$ cat src/rtl/pipelined_adder.sv
// pipelined_adder: WIDTH-bit add/subtract with carry-in. The ripple carry
// chain is cut into STAGES chunks of CHUNK bits. Each chunk has its own
// register rank. Valid/ready handshakes sit on both sides. A stage may
// load whenever it is empty or its content is moving on, so bubbles collapse
// and a full pipeline sustains one operation per cycle.
module pipelined_adder #(
  parameter int WIDTH  = 8,
  parameter int STAGES = 2
) (
  input  logic             clk,
  input  logic             reset,
  input  logic             in_valid,
  output logic             in_ready,
  input  logic [WIDTH-1:0] a,
  input  logic [WIDTH-1:0] b,
  input  logic             cin,
  input  logic             sub,
  output logic             out_valid,
  input  logic             out_ready,
  output logic [WIDTH-1:0] y,
  output logic             cout,
  output logic             ovf
);

  localparam int CHUNK = WIDTH / STAGES;

  // Subtraction is a + ~b + ~cin. cout then reads as "no borrow".
  logic [WIDTH-1:0] beff;
  logic             ceff;

  assign beff = sub ? ~b : b;
  assign ceff = sub ? ~cin : cin;

  // One valid bit per stage, and the "stage k may load" flags.
  logic [STAGES-1:0] v_all;
  logic [STAGES-1:0] load_c;
  logic              chain_nxt;

  // Ready ripples backwards from out_ready. A stage can load when it is
  // empty, or when the stage after it can take its current content.
  always_comb begin
    load_c    = '0;
    chain_nxt = out_ready;
    for (int k = STAGES - 1; k >= 0; k--) begin
      load_c[k] = !v_all[k] || chain_nxt;
      chain_nxt = load_c[k];
    end
  end

  // No operand is accepted while reset is held.
  assign in_ready = !reset && load_c[0];

  for (genvar gi = 0; gi < STAGES; gi++) begin : g_stage
    // LO: lowest result bit this stage produces.
    // IREM: operand bits still unconsumed on entry to the stage.
    // RW: result bits known after this stage.
    localparam int LO   = gi * CHUNK;
    localparam int IREM = WIDTH - LO;
    localparam int RW   = LO + CHUNK;

    logic [IREM-1:0] op_a;
    logic [IREM-1:0] op_b;
    logic            c_in;
    logic            v_in;
    logic [CHUNK:0]  part;
    logic [RW-1:0]   r_d;
    logic [RW-1:0]   r_q;
    logic            c_q;
    logic            v_q;
    logic            take;

    if (gi == 0) begin : g_src
      assign op_a = a;
      assign op_b = beff;
      assign c_in = ceff;
      assign v_in = in_valid;
      assign r_d  = part[CHUNK-1:0];
    end else begin : g_src
      // Upper operand bits, including the sign bits needed for overflow,
      // are carried along in the previous stage's remainder registers.
      assign op_a = g_stage[gi-1].g_mid.a_q;
      assign op_b = g_stage[gi-1].g_mid.b_q;
      assign c_in = g_stage[gi-1].c_q;
      assign v_in = g_stage[gi-1].v_q;
      assign r_d  = {part[CHUNK-1:0], g_stage[gi-1].r_q};
    end

    // The chunk adder for this stage works at CHUNK+1 bits, so the top bit
    // is the chunk carry.
    assign part = {1'b0, op_a[CHUNK-1:0]}
                + {1'b0, op_b[CHUNK-1:0]}
                + {{CHUNK{1'b0}}, c_in};

    // Data registers change only when real data arrives. The outputs
    // therefore keep the last result while the pipeline idles.
    assign take = load_c[gi] && v_in;

    assign v_all[gi] = v_q;

    // Valid bit: takes the upstream valid whenever the stage loads. This
    // includes loading a bubble.
    always_ff @(posedge clk) begin
      if (reset) begin
        v_q <= 1'b0;
      end else if (load_c[gi]) begin
        v_q <= v_in;
      end
    end

    // Partial result and chunk carry.
    always_ff @(posedge clk) begin
      if (reset) begin
        r_q <= '0;
        c_q <= 1'b0;
      end else if (take) begin
        r_q <= r_d;
        c_q <= part[CHUNK];
      end
    end

    if (gi < STAGES - 1) begin : g_mid
      logic [IREM-CHUNK-1:0] a_q;
      logic [IREM-CHUNK-1:0] b_q;

      // Operand bits that later stages still need. The effective-b form is
      // used, so the subtract control does not travel down the pipe.
      always_ff @(posedge clk) begin
        if (reset) begin
          a_q <= '0;
          b_q <= '0;
        end else if (take) begin
          a_q <= op_a[IREM-1:CHUNK];
          b_q <= op_b[IREM-1:CHUNK];
        end
      end
    end else begin : g_last
      logic ovf_d;
      logic ovf_q;

      // Signed overflow: the operand signs agree and the result sign differs.
      assign ovf_d = (op_a[IREM-1] == op_b[IREM-1]) && (r_d[RW-1] != op_a[IREM-1]);

      // Overflow flag, registered alongside the final sum.
      always_ff @(posedge clk) begin
        if (reset) begin
          ovf_q <= 1'b0;
        end else if (take) begin
          ovf_q <= ovf_d;
        end
      end

      assign y         = r_q;
      assign cout      = c_q;
      assign ovf       = ovf_q;
      assign out_valid = v_q;
    end
  end

endmodule

$ cat config.mk
export PLATFORM = sky130hd
export DESIGN_NAME = pipelined_adder
export DESIGN_NICKNAME = d
export VERILOG_FILES = /design/src/rtl/pipelined_adder.sv
export SDC_FILE = /design/constraint.sdc
export NUM_CORES = 1
export LEC_CHECK = 0
export ABC_CLOCK_PERIOD_IN_PS = 2200
export BUFFER_PORTS_ARGS = -buffer_cell sky130_fd_sc_hd__buf_4
export CAP_MARGIN = 20
export CORE_AREA = 2 2 54 56
export CTS_CLUSTER_SIZE = 28
export DETAILED_ROUTE_END_ITERATION = 6
export DIE_AREA = 0 0 56 58
export PLACE_DENSITY = 0.76
export SLEW_MARGIN = 0
export SYNTH_ARGS = -nofsm -noshare
export SYNTH_HDL_FRONTEND = slang
export SYNTH_SLANG_ARGS = --single-unit
$ cat constraint.sdc
create_clock -name clk -period 2.2 [get_ports clk]
set_clock_uncertainty 0.05 [all_clocks]
set_input_delay 0.22 -clock clk [delete_from_list [all_inputs] [get_ports clk]]
set_output_delay 0.22 -clock clk [all_outputs]
set_load 0.02 [all_outputs]
==> impl_metrics.json, run 1 <==
{
  "syn_area_per_cell_sq_um": 8.89,
  "gp_congestion": 0.795,
  "clkTransAtPathRegs_ns": 0.13,
  "worstSkewPairLatency_ns": 0.32,
  "yosysTopAreaCellShare_pct": 38.1,
  "cp-start-kind": "flop",
  "routedWlPerCell_um": 14.4,
  "fmax_mhz": 514,
  "drtIter0Drc": 30,
  "cts_htree_levels": 1,
  "tns_ns": 0,
  "vias_per_cell": 5.92,
  "maxSlewViolCount": 0,
  "grt_overflow": 0,
  "cp_data_arrival_time_ns": 1.67,
  "num_antenna_cells": 0,
  "syn_inst": 148,
  "postRouteAntennaNets": 0,
  "status": "complete, no violations",
  "ios": 34,
  "ctsHoldBuffers": 0,
  "cts_buffer_depth": 2,
  "grt_pass1_vias": 1092,
  "regToRegSetupSlack_ns": 0.51,
  "syn_nets": 180,
  "syn_to_final_growth_pct": 21.0,
  "r2r_end": "y[6]",
  "startpoint": "g_stage[0].v_q",
  "portBuffers": 33,
  "max_slew_margin_pct": 68.1,
  "fin_crit_sh_pct": 88.4,
  "root_buffer": "clkbuf_4",
  "cts_tree": "built",
  "core_sq_um": 2660,
  "grt_pass1_wl_um": 4930,
  "worstPathRequired_ns": 1.93,
  "synth-edff-count": 0,
  "final_cells": 207,
  "synth_area_leaders": "dfxtp_1 (38%), a21oi_1 (9.1%), fa_1 (6.1%)",
  "ys_warn_count": 0,
  "yosysTopAreaCell": "dfxtp_1",
  "die-area_sq_um": 3250,
  "r2r_cells": 6,
  "dr_total_vias": 1226,
  "nets": 209,
  "cap_viol_max_count": 0,
  "worstSetupEndpointType": "output pin",
  "cp_max_fo": 15,
  "drc": 0,
  "p_leak_uw": 0.000663,
  "netlist_area_sq_um": 1320,
  "die-height_um": 58,
  "routed_wl_um": 2970,
  "setup_viol": 0,
  "post_cts_buffers": 0,
  "synthTopCellsByCount": "dfxtp_1 (25), a21oi_1 (24), nand3_1 (13), o21ai_0 (13), a211oi_1 (8)",
  "worstSetupPathType": "reg2out",
  "numCtsBuffers": 3,
  "grt_setup_unrepaired": "false",
  "cts_resized": 0,
  "die_x_um": 56,
  "num_rows": 19,
  "antenna_found_initial": 0,
  "drtPass1Iterations": 5,
  "drive_gt1_share_pct": 22.2,
  "synth-seq-cells": 25,
  "placed_cells": 203,
  "crit_end": "in_ready",
  "hold_viol": 0,
  "synth_top_flop_cell": "dfxtp_1",
  "fin_crit_ns": 1.94,
  "power_density_nw_per_um2": 598,
  "initial_core_util_pct": 49.4,
  "peakVddDrop_mv": 0.365,
  "ys_async_sr_fraction_pct": 0,
  "yosysUniqueCellTypes": 31,
  "synth-seq-area-share_pct": 38.1,
  "dp_hpwl_um": 2320,
  "worst_slew_pin_slew_ns": 0.477,
  "cts_sinks": 25,
  "grt_start_max_net_pins": 30,
  "yosysMostFrequentCell": "dfxtp_1",
  "rr_startpoint": "g_stage[0].c_q",
  "hold_path_class": "in2reg",
  "grt_usage_pct": 19.1
}
## metrics by stage
| step | hold slack [ns] | utilization (%) | instance area [sq um] | setup slack [ns] | power, uW |
|---|---|---|---|---|---|
| after floorplan | 0.318 | - | 1320 | 0.226 | 662 |
| after global placement | 0.415 | 58.7 | 1560 | 0.205 | 739 |
| after detailed placement | 0.421 | 58.7 | 1560 | 0.175 | 753 |
| after CTS | 0.0915 | 59.8 | 1590 | 0.274 | 955 |
| after global routing | 0.110 | 59.8 | 1590 | 0.176 | 999 |
| final | 0.0927 | 59.8 | 1590 | 0.255 | 951 |
## cells by family (layout without fill, tap and decap cells)
family                     count (synthesis)  in the layout  share of synthesized area (%)
DFF                                       25             25                           38.1
adders and majority gates                 10             10                           11.8
xor gates and xnor gates                  11             11                           7.33
and+or+nand+nor                           32             32                           13.2
AOI/OAI and AO/OA                         55             55                           25.0
buffers and inverters                     15             43                           4.57
## how the worst min path moves through the flow
stage / from / cells after the start / slack, ns / end
2_1_floorplan: a[7] / 2 / 0.32 / g_stage[0].g_mid.a_q[3]
3_3_place_gp: y[6] / 2 / 0.42 / y[6]
3_5_place_dp: y[3] / 2 / 0.42 / y[3]
4_1_cts: a[7] / 3 / 0.09 / g_stage[0].g_mid.a_q[3]
5_1_grt: a[4] / 3 / 0.11 / g_stage[0].g_mid.a_q[0]
6_report: a[7] / 3 / 0.09 / g_stage[0].g_mid.a_q[3]
## registers in the layout (all words and copies together), names as in the netlist
register,cells
cout,1
g_stage.c_q,1
g_stage.g_mid.a_q,4
g_stage.g_mid.b_q,4
g_stage.r_q,4
g_stage.v_q,1
out_valid,1
ovf,1
y,8
## worst max-delay path, cell delays in order, from the launching register on
cell and delay (ns):
dfxtp_1 0.63, and3b_1 0.48, nor2_1 0.08, buf_4 0.17
## layout by cell type, fill, tap and decap left out, drive strengths merged, types with 2 or more instances in the layout
cell type,Yosys,layout
nand3,13,13
a21o,3,3
o21ai,13,13
nor3,2,2
nor2b,2,2
xnor2,6,6
nor2,4,4
fa,4,4
dfxtp,25,25
o221ai,2,2
inv,6,6
ha,6,6
nand3b,2,2
clkbuf,4,3
buf,5,33
o211ai,2,2
a211oi,8,8
nand2,2,2
a21oi,24,24
xor2,5,5
o2111ai,2,2
## area by class of cell
class / instances / area (sq um)
Fill cell: 247 / 1070
Multi-Input combinational cell: 108 / 754
Sequential cell: 25 / 500
Timing Repair Buffer: 33 / 248
Tap cell: 31 / 38.8
Clock buffer: 3 / 22.5
Inverter: 6 / 22.5
Clock inverter: 1 / 5.00
## report_power, final
| group | internal, uW | switching (uW) |
|---|---|---|
| clock | 68.2 | 141 |
| combinational | 111 | 121 |
| sequential | 486 | 24.5 |
| total | 664 | 287 |
## routing by layer
layer	vias to the layer above	part of all wire (%)	GRT usage (%)
li1	596	-	-
met1	580	44	23.6
met2	45	50	35.0
met3	5	4.8	1.56
met4	0	1.6	7.14
met5	-	0	0
(Power assumes the default switching activity.)
==> inputs of run 2 (changes only) <==
--- a/config.mk
+++ b/config.mk
@@ -5,13 +5,14 @@
 export SDC_FILE = /design/constraint.sdc
 export NUM_CORES = 1
 export LEC_CHECK = 0
-export ABC_CLOCK_PERIOD_IN_PS = 2200
+export ABC_CLOCK_PERIOD_IN_PS = 1800
 export BUFFER_PORTS_ARGS = -buffer_cell sky130_fd_sc_hd__buf_4
 export CAP_MARGIN = 20
 export CORE_AREA = 2 2 54 56
 export CTS_CLUSTER_SIZE = 28
 export DETAILED_ROUTE_END_ITERATION = 6
 export DIE_AREA = 0 0 56 58
+export GPL_ROUTABILITY_DRIVEN = 0
 export PLACE_DENSITY = 0.76
 export SLEW_MARGIN = 0
 export SYNTH_ARGS = -nofsm -noshare
==> constraint.sdc (replaced) <==
create_clock -name clk -period 1.8 [get_ports clk]
set_clock_uncertainty 0.05 [all_clocks]
set_input_delay 0.18 -clock clk [delete_from_list [all_inputs] [get_ports clk]]
set_output_delay 0.18 -clock clk [all_outputs]
set_load 0.02 [all_outputs]
==> impl_metrics.json, run 2 (synthesized netlist as in run 1, its figures left out) <==
{
  "status": "complete, no violations",
  "largest_register_ffs": 8,
  "layout_common_cells": "buf_4 (38), dfxtp_1 (25), a21oi_1 (24)",
  "hold_path.startpoint": "a[7]",
  "p_leak_uw": 0.000682,
  "cts_buffer_depth": 2,
  "rr_startpoint": "g_stage[0].c_q",
  "max_slew_margin_pct": 69.9,
  "drc": 0,
  "cts_tree": "built",
  "grt.busiest_layer": "met2",
  "use_met2_pct": 37.0,
  "fill_cells": 241,
  "ff_latch_area_sq_um": 500,
  "r2r_end": "y[7]",
  "grt_use_met3_pct": 3.13,
  "cts_resized": 0,
  "worst_slew_pin_slew_ns": 0.451,
  "worstPathCellList": "and3b_1 > nor2_1 > buf_4",
  "crit_family": "simple AND/OR/NAND/NOR gates",
  "num_antenna_cells": 0,
  "hold_depth": 3,
  "grt_pass1_vias": 1177,
  "placed_cell_area_sq_um": 1610,
  "dr_total_vias": 1241,
  "nets": 214,
  "regToRegSetupSlack_ns": 0.18,
  "cp-start-kind": "flop",
  "worstPathRequired_ns": 1.57,
  "fin_crit_sh_pct": 91.4,
  "setup_slack_ns": 0.154,
  "multi_input_area_sq_um": 759,
  "setup_viol": 0,
  "fin_crit_ns": 1.65,
  "final_cell_area_sq_um": 1640,
  "grt_pass1_wl_um": 5300,
  "mostFrequentLayoutCell": "buf_4",
  "maxSlewViolCount": 0,
  "drtPass1Iterations": 4,
  "cp_max_fo": 11,
  "ctsHoldBuffers": 0,
  "clkTransAtPathRegs_ns": 0.14,
  "grt_overflow": 0,
  "ios": 34,
  "holdPathEnd": "g_stage[0].g_mid.a_q[3]",
  "antenna_found_initial": 0,
  "grt_usage_pct": 20.5,
  "use_met1_pct": 24.3,
  "postRouteAntennaNets": 0,
  "r2r_cells": 4,
  "cap_viol_max_count": 0,
  "cp_data_arrival_time_ns": 1.42,
  "worstSetupPathType": "reg2out",
  "die_x_um": 56,
  "root_buffer": "clkbuf_4",
  "critPathMaxStageDelay_ns": 0.43,
  "grt_setup_unrepaired": "false",
  "dp_hpwl_um": 2330,
  "power_density_nw_per_um2": 718,
  "peakVddDrop_mv": 0.506,
  "die-height_um": 58,
  "syn_to_final_growth_pct": 24.5,
  "hold_viol": 0,
  "die-area_sq_um": 3250,
  "cts_sinks": 25,
  "num_rows": 19,
  "drtIter0Drc": 22,
  "vias_per_cell": 5.85,
  "pre_cts_ws_ns": -0.0538,
  "drive_gt1_share_pct": 25.4,
  "numCtsBuffers": 3,
  "portBuffers": 33,
  "initial_core_util_pct": 49.4,
  "worstSetupEndpointType": "output pin",
  "cp_num_buf_inv": 1,
  "hold_path_class": "in2reg",
  "routedWlPerCell_um": 13.9,
  "post_cts_buffers": 0,
  "routed_wl_um": 2950,
  "grt_start_max_net_pins": 30,
  "cts_htree_levels": 1,
  "worstSkewPairLatency_ns": 0.33,
  "slowest_stage": "dfxtp_1",
  "core_sq_um": 2660,
  "fmax_mhz": 608
}
## run 2: cell types whose count changed in the layout (fill, tap and decap cells not counted), sizes merged
cell      change
buf           +5
clkinv        -1
clkinvlp      +1
## run 2: worst max path at each step
stage	from	to	slack, ns	cells after the start
floorplan	sub	g_stage[0].c_q	0.002	7
global placement	sub	g_stage[0].c_q	-0.007	7
detailed placement	sub	g_stage[0].c_q	-0.05	7
CTS	g_stage[0].v_q	in_ready	0.15	3
global route	g_stage[0].c_q	y[5]	0.06	4
finish	g_stage[0].v_q	in_ready	0.15	3
## run 2: worst min-delay path, stage by stage
cell	delay, ns
buf_4	0.11
nand3_1	0.05
a21oi_1	0.05
## run 2: per-layer routing
layer	vias up	share of wire (%)
met3	6	4.9
met5	-	0
met2	44	52
li1	604	-
met1	587	42
met4	0	1.5
## run 2: cell type report
class	count	area share [%]
clock inverters	1	0.459
inverters	6	1.38
flip-flops and latches	25	30.6
clock buffers	3	1.38
well taps	31	2.37
repair buffers	38	17.4
multi-input cells	108	46.4
## run 2: where the power goes
part / total (uW) / switching, uW / internal, uW
combinational: 294 / 150 / 144
sequential: 619 / 25.6 / 594
clock: 262 / 177 / 85.1
total: 1170 / 352 / 822
## run 2: through the flow
stage	power [uW]	utilization [%]	cells	hold WS, ns	setup TNS, ns
2_1_floorplan	811	-	148	0.278	0
3_3_place_gp	913	60.3	208	0.399	-0.00693
3_5_place_dp	927	60.3	208	0.406	-0.0538
4_1_cts	1180	61.5	212	0.0489	0
5_1_grt	1240	61.5	212	0.0497	0
6_report	1170	61.5	212	0.0514	0
==> inputs of run 3 (changes only) <==
==> config.mk (replaced) <==
export PLATFORM = sky130hd
export DESIGN_NAME = pipelined_adder
export DESIGN_NICKNAME = d
export VERILOG_FILES = /design/src/rtl/pipelined_adder.sv
export SDC_FILE = /design/constraint.sdc
export NUM_CORES = 1
export LEC_CHECK = 0
export BUFFER_PORTS_ARGS = -buffer_cell sky130_fd_sc_hd__buf_4
export CAP_MARGIN = 20
export CORE_AREA = 2 2 52 54
export CTS_CLUSTER_SIZE = 28
export DETAILED_ROUTE_END_ITERATION = 6
export DIE_AREA = 0 0 54 56
export GPL_ROUTABILITY_DRIVEN = 0
export PLACE_DENSITY = 0.81
export SLEW_MARGIN = 0
export SYNTH_ARGS = -nofsm -noshare
export SYNTH_HDL_FRONTEND = slang
export SYNTH_SLANG_ARGS = --single-unit
==> constraint.sdc (replaced) <==
create_clock -name clk -period 2.1 [get_ports clk]
set_clock_uncertainty 0.05 [all_clocks]
set_input_delay 0.21 -clock clk [delete_from_list [all_inputs] [get_ports clk]]
set_output_delay 0.21 -clock clk [all_outputs]
set_load 0.02 [all_outputs]
==> impl_metrics.json, run 3 (synthesized netlist as in run 1, its figures left out) <==
{
  "portBuffers": 33,
  "hold_path_class": "in2reg",
  "maxSlewViolCount": 0,
  "syn_to_final_growth_pct": 21.4,
  "switchingPower_uw": 283,
  "hold_path.startpoint": "a[7]",
  "grt_setup_unrepaired": "false",
  "numCtsBuffers": 3,
  "p_seq_share_pct": 54.1,
  "die_x_um": 54,
  "max_slew_margin_pct": 66.8,
  "initial_core_util_pct": 54.1,
  "peakVddDrop_mv": 0.371,
  "die-height_um": 56,
  "grt_pass1_vias": 1116,
  "worstSetupPathType": "in2reg",
  "largest_register_ffs": 8,
  "status": "complete, no violations",
  "cap_viol_max_count": 0,
  "power_density_nw_per_um2": 615,
  "cp_max_fo": 9,
  "routed_wl_um": 2810,
  "hold_depth": 3,
  "use_met2_pct": 34.7,
  "cp_data_arrival_time_ns": 1.85,
  "layout_common_cells": "buf_4 (34), dfxtp_1 (25), a21oi_1 (24)",
  "nets": 210,
  "tns_ns": 0,
  "num_rows": 18,
  "die-area_sq_um": 3020,
  "setup_viol": 0,
  "core_sq_um": 2430,
  "postRouteAntennaNets": 0,
  "fmax_mhz": 583,
  "num_antenna_cells": 0,
  "r2r_cells": 4,
  "vias_per_cell": 5.76,
  "r2r_end": "ovf",
  "grt.busiest_layer": "met2",
  "finalPower_uw": 981,
  "rr_startpoint": "g_stage[0].c_q",
  "ctsHoldBuffers": 0,
  "fin_crit_sh_pct": 81.6,
  "ff_latch_area_sq_um": 500,
  "routedWlPerCell_um": 13.6,
  "drc": 0,
  "grt_pass1_wl_um": 4740,
  "cts_sinks": 25,
  "worst_slew_pin_slew_ns": 0.498,
  "mostFrequentLayoutCell": "buf_4",
  "cp-start-kind": "input pin",
  "p_int_uw": 698,
  "use_met1_pct": 26.0,
  "grt_usage_pct": 20.3,
  "p_sw_share_pct": 28.9,
  "drtIter0Drc": 23,
  "cts_resized": 0,
  "clkTransAtPathRegs_ns": 0.13,
  "holdPathEnd": "g_stage[0].g_mid.a_q[3]",
  "drtPass1Iterations": 4,
  "fin_crit_ns": 1.71,
  "multi_input_area_sq_um": 754,
  "root_buffer": "clkbuf_4",
  "grt_use_met3_pct": 0.806,
  "dp_hpwl_um": 2150,
  "drive_gt1_share_pct": 22.0,
  "hold_viol": 0,
  "cts_htree_levels": 1,
  "worstSetupEndpointType": "flop",
  "grt_start_max_net_pins": 30,
  "pwr-share-comb_pct": 24.3,
  "clkPwrFrac_pct": 21.6,
  "fill_cells": 221,
  "antenna_found_initial": 0,
  "p_leak_uw": 0.000666,
  "cts_buffer_depth": 2,
  "post_cts_buffers": 0,
  "regToRegSetupSlack_ns": 0.47,
  "cts_tree": "built",
  "worstPathRequired_ns": 2.24,
  "ios": 34,
  "dr_total_vias": 1192,
  "grt_overflow": 0,
  "worstSkewPairLatency_ns": 0.31
}
-- run 3: per-layer routing --
metal	vias up	share of wire, %
met2	42	49
met1	550	46
met3	2	4.0
li1	598	-
met4	0	0.96
met5	-	0
-- run 3: layout make-up --
type | instances | share of cell area, %
Clock buffer | 4 | 1.65
Inverter | 6 | 1.41
Multi-Input combinational cell | 108 | 47.3
Sequential cell | 25 | 31.3
Tap cell | 30 | 2.35
Timing Repair Buffer | 34 | 16.0
-- run 3: per-stage QoR --
step | util, % | worst slack [ns] | hold slack (ns) | std cells | area [sq um]
3_3_place_gp | 64.6 | 0.116 | 0.415 | 203 | 1570
4_1_cts | 65.6 | 0.361 | 0.0890 | 207 | 1600
5_1_grt | 65.6 | 0.257 | 0.112 | 207 | 1600
3_5_place_dp | 64.6 | 0.0197 | 0.419 | 203 | 1570
2_1_floorplan | - | 0.136 | 0.308 | 148 | 1320
6_report | 65.6 | 0.386 | 0.100 | 207 | 1600
-- run 3: power groups by stage --
stage,Sequential (uW),Combinational (uW),Clock (uW)
4_1_cts,531,240,217
6_report,531,239,212
2_1_floorplan,549,144,0
3_5_place_dp,541,239,0
5_1_grt,535,266,233
3_3_place_gp,540,231,0
-- run 3: how the worst max path moves through the flow --
stage	from	to	slack, ns	cells after the start
2_1_floorplan	sub	g_stage[0].c_q	0.14	7
3_3_place_gp	sub	g_stage[0].c_q	0.12	7
3_5_place_dp	sub	g_stage[0].c_q	0.02	7
4_1_cts	sub	g_stage[0].c_q	0.36	7
5_1_grt	g_stage[0].v_q	in_ready	0.26	3
6_report	sub	g_stage[0].c_q	0.39	7
-- run 3: worst max-delay path, cell delays in order --
cell and delay [ns]:
buf_4 0.16, xor2_1 0.18, fa_1 0.44, fa_1 0.43, a21o_1 0.20, a21oi_1 0.15, a211oi_1 0.09
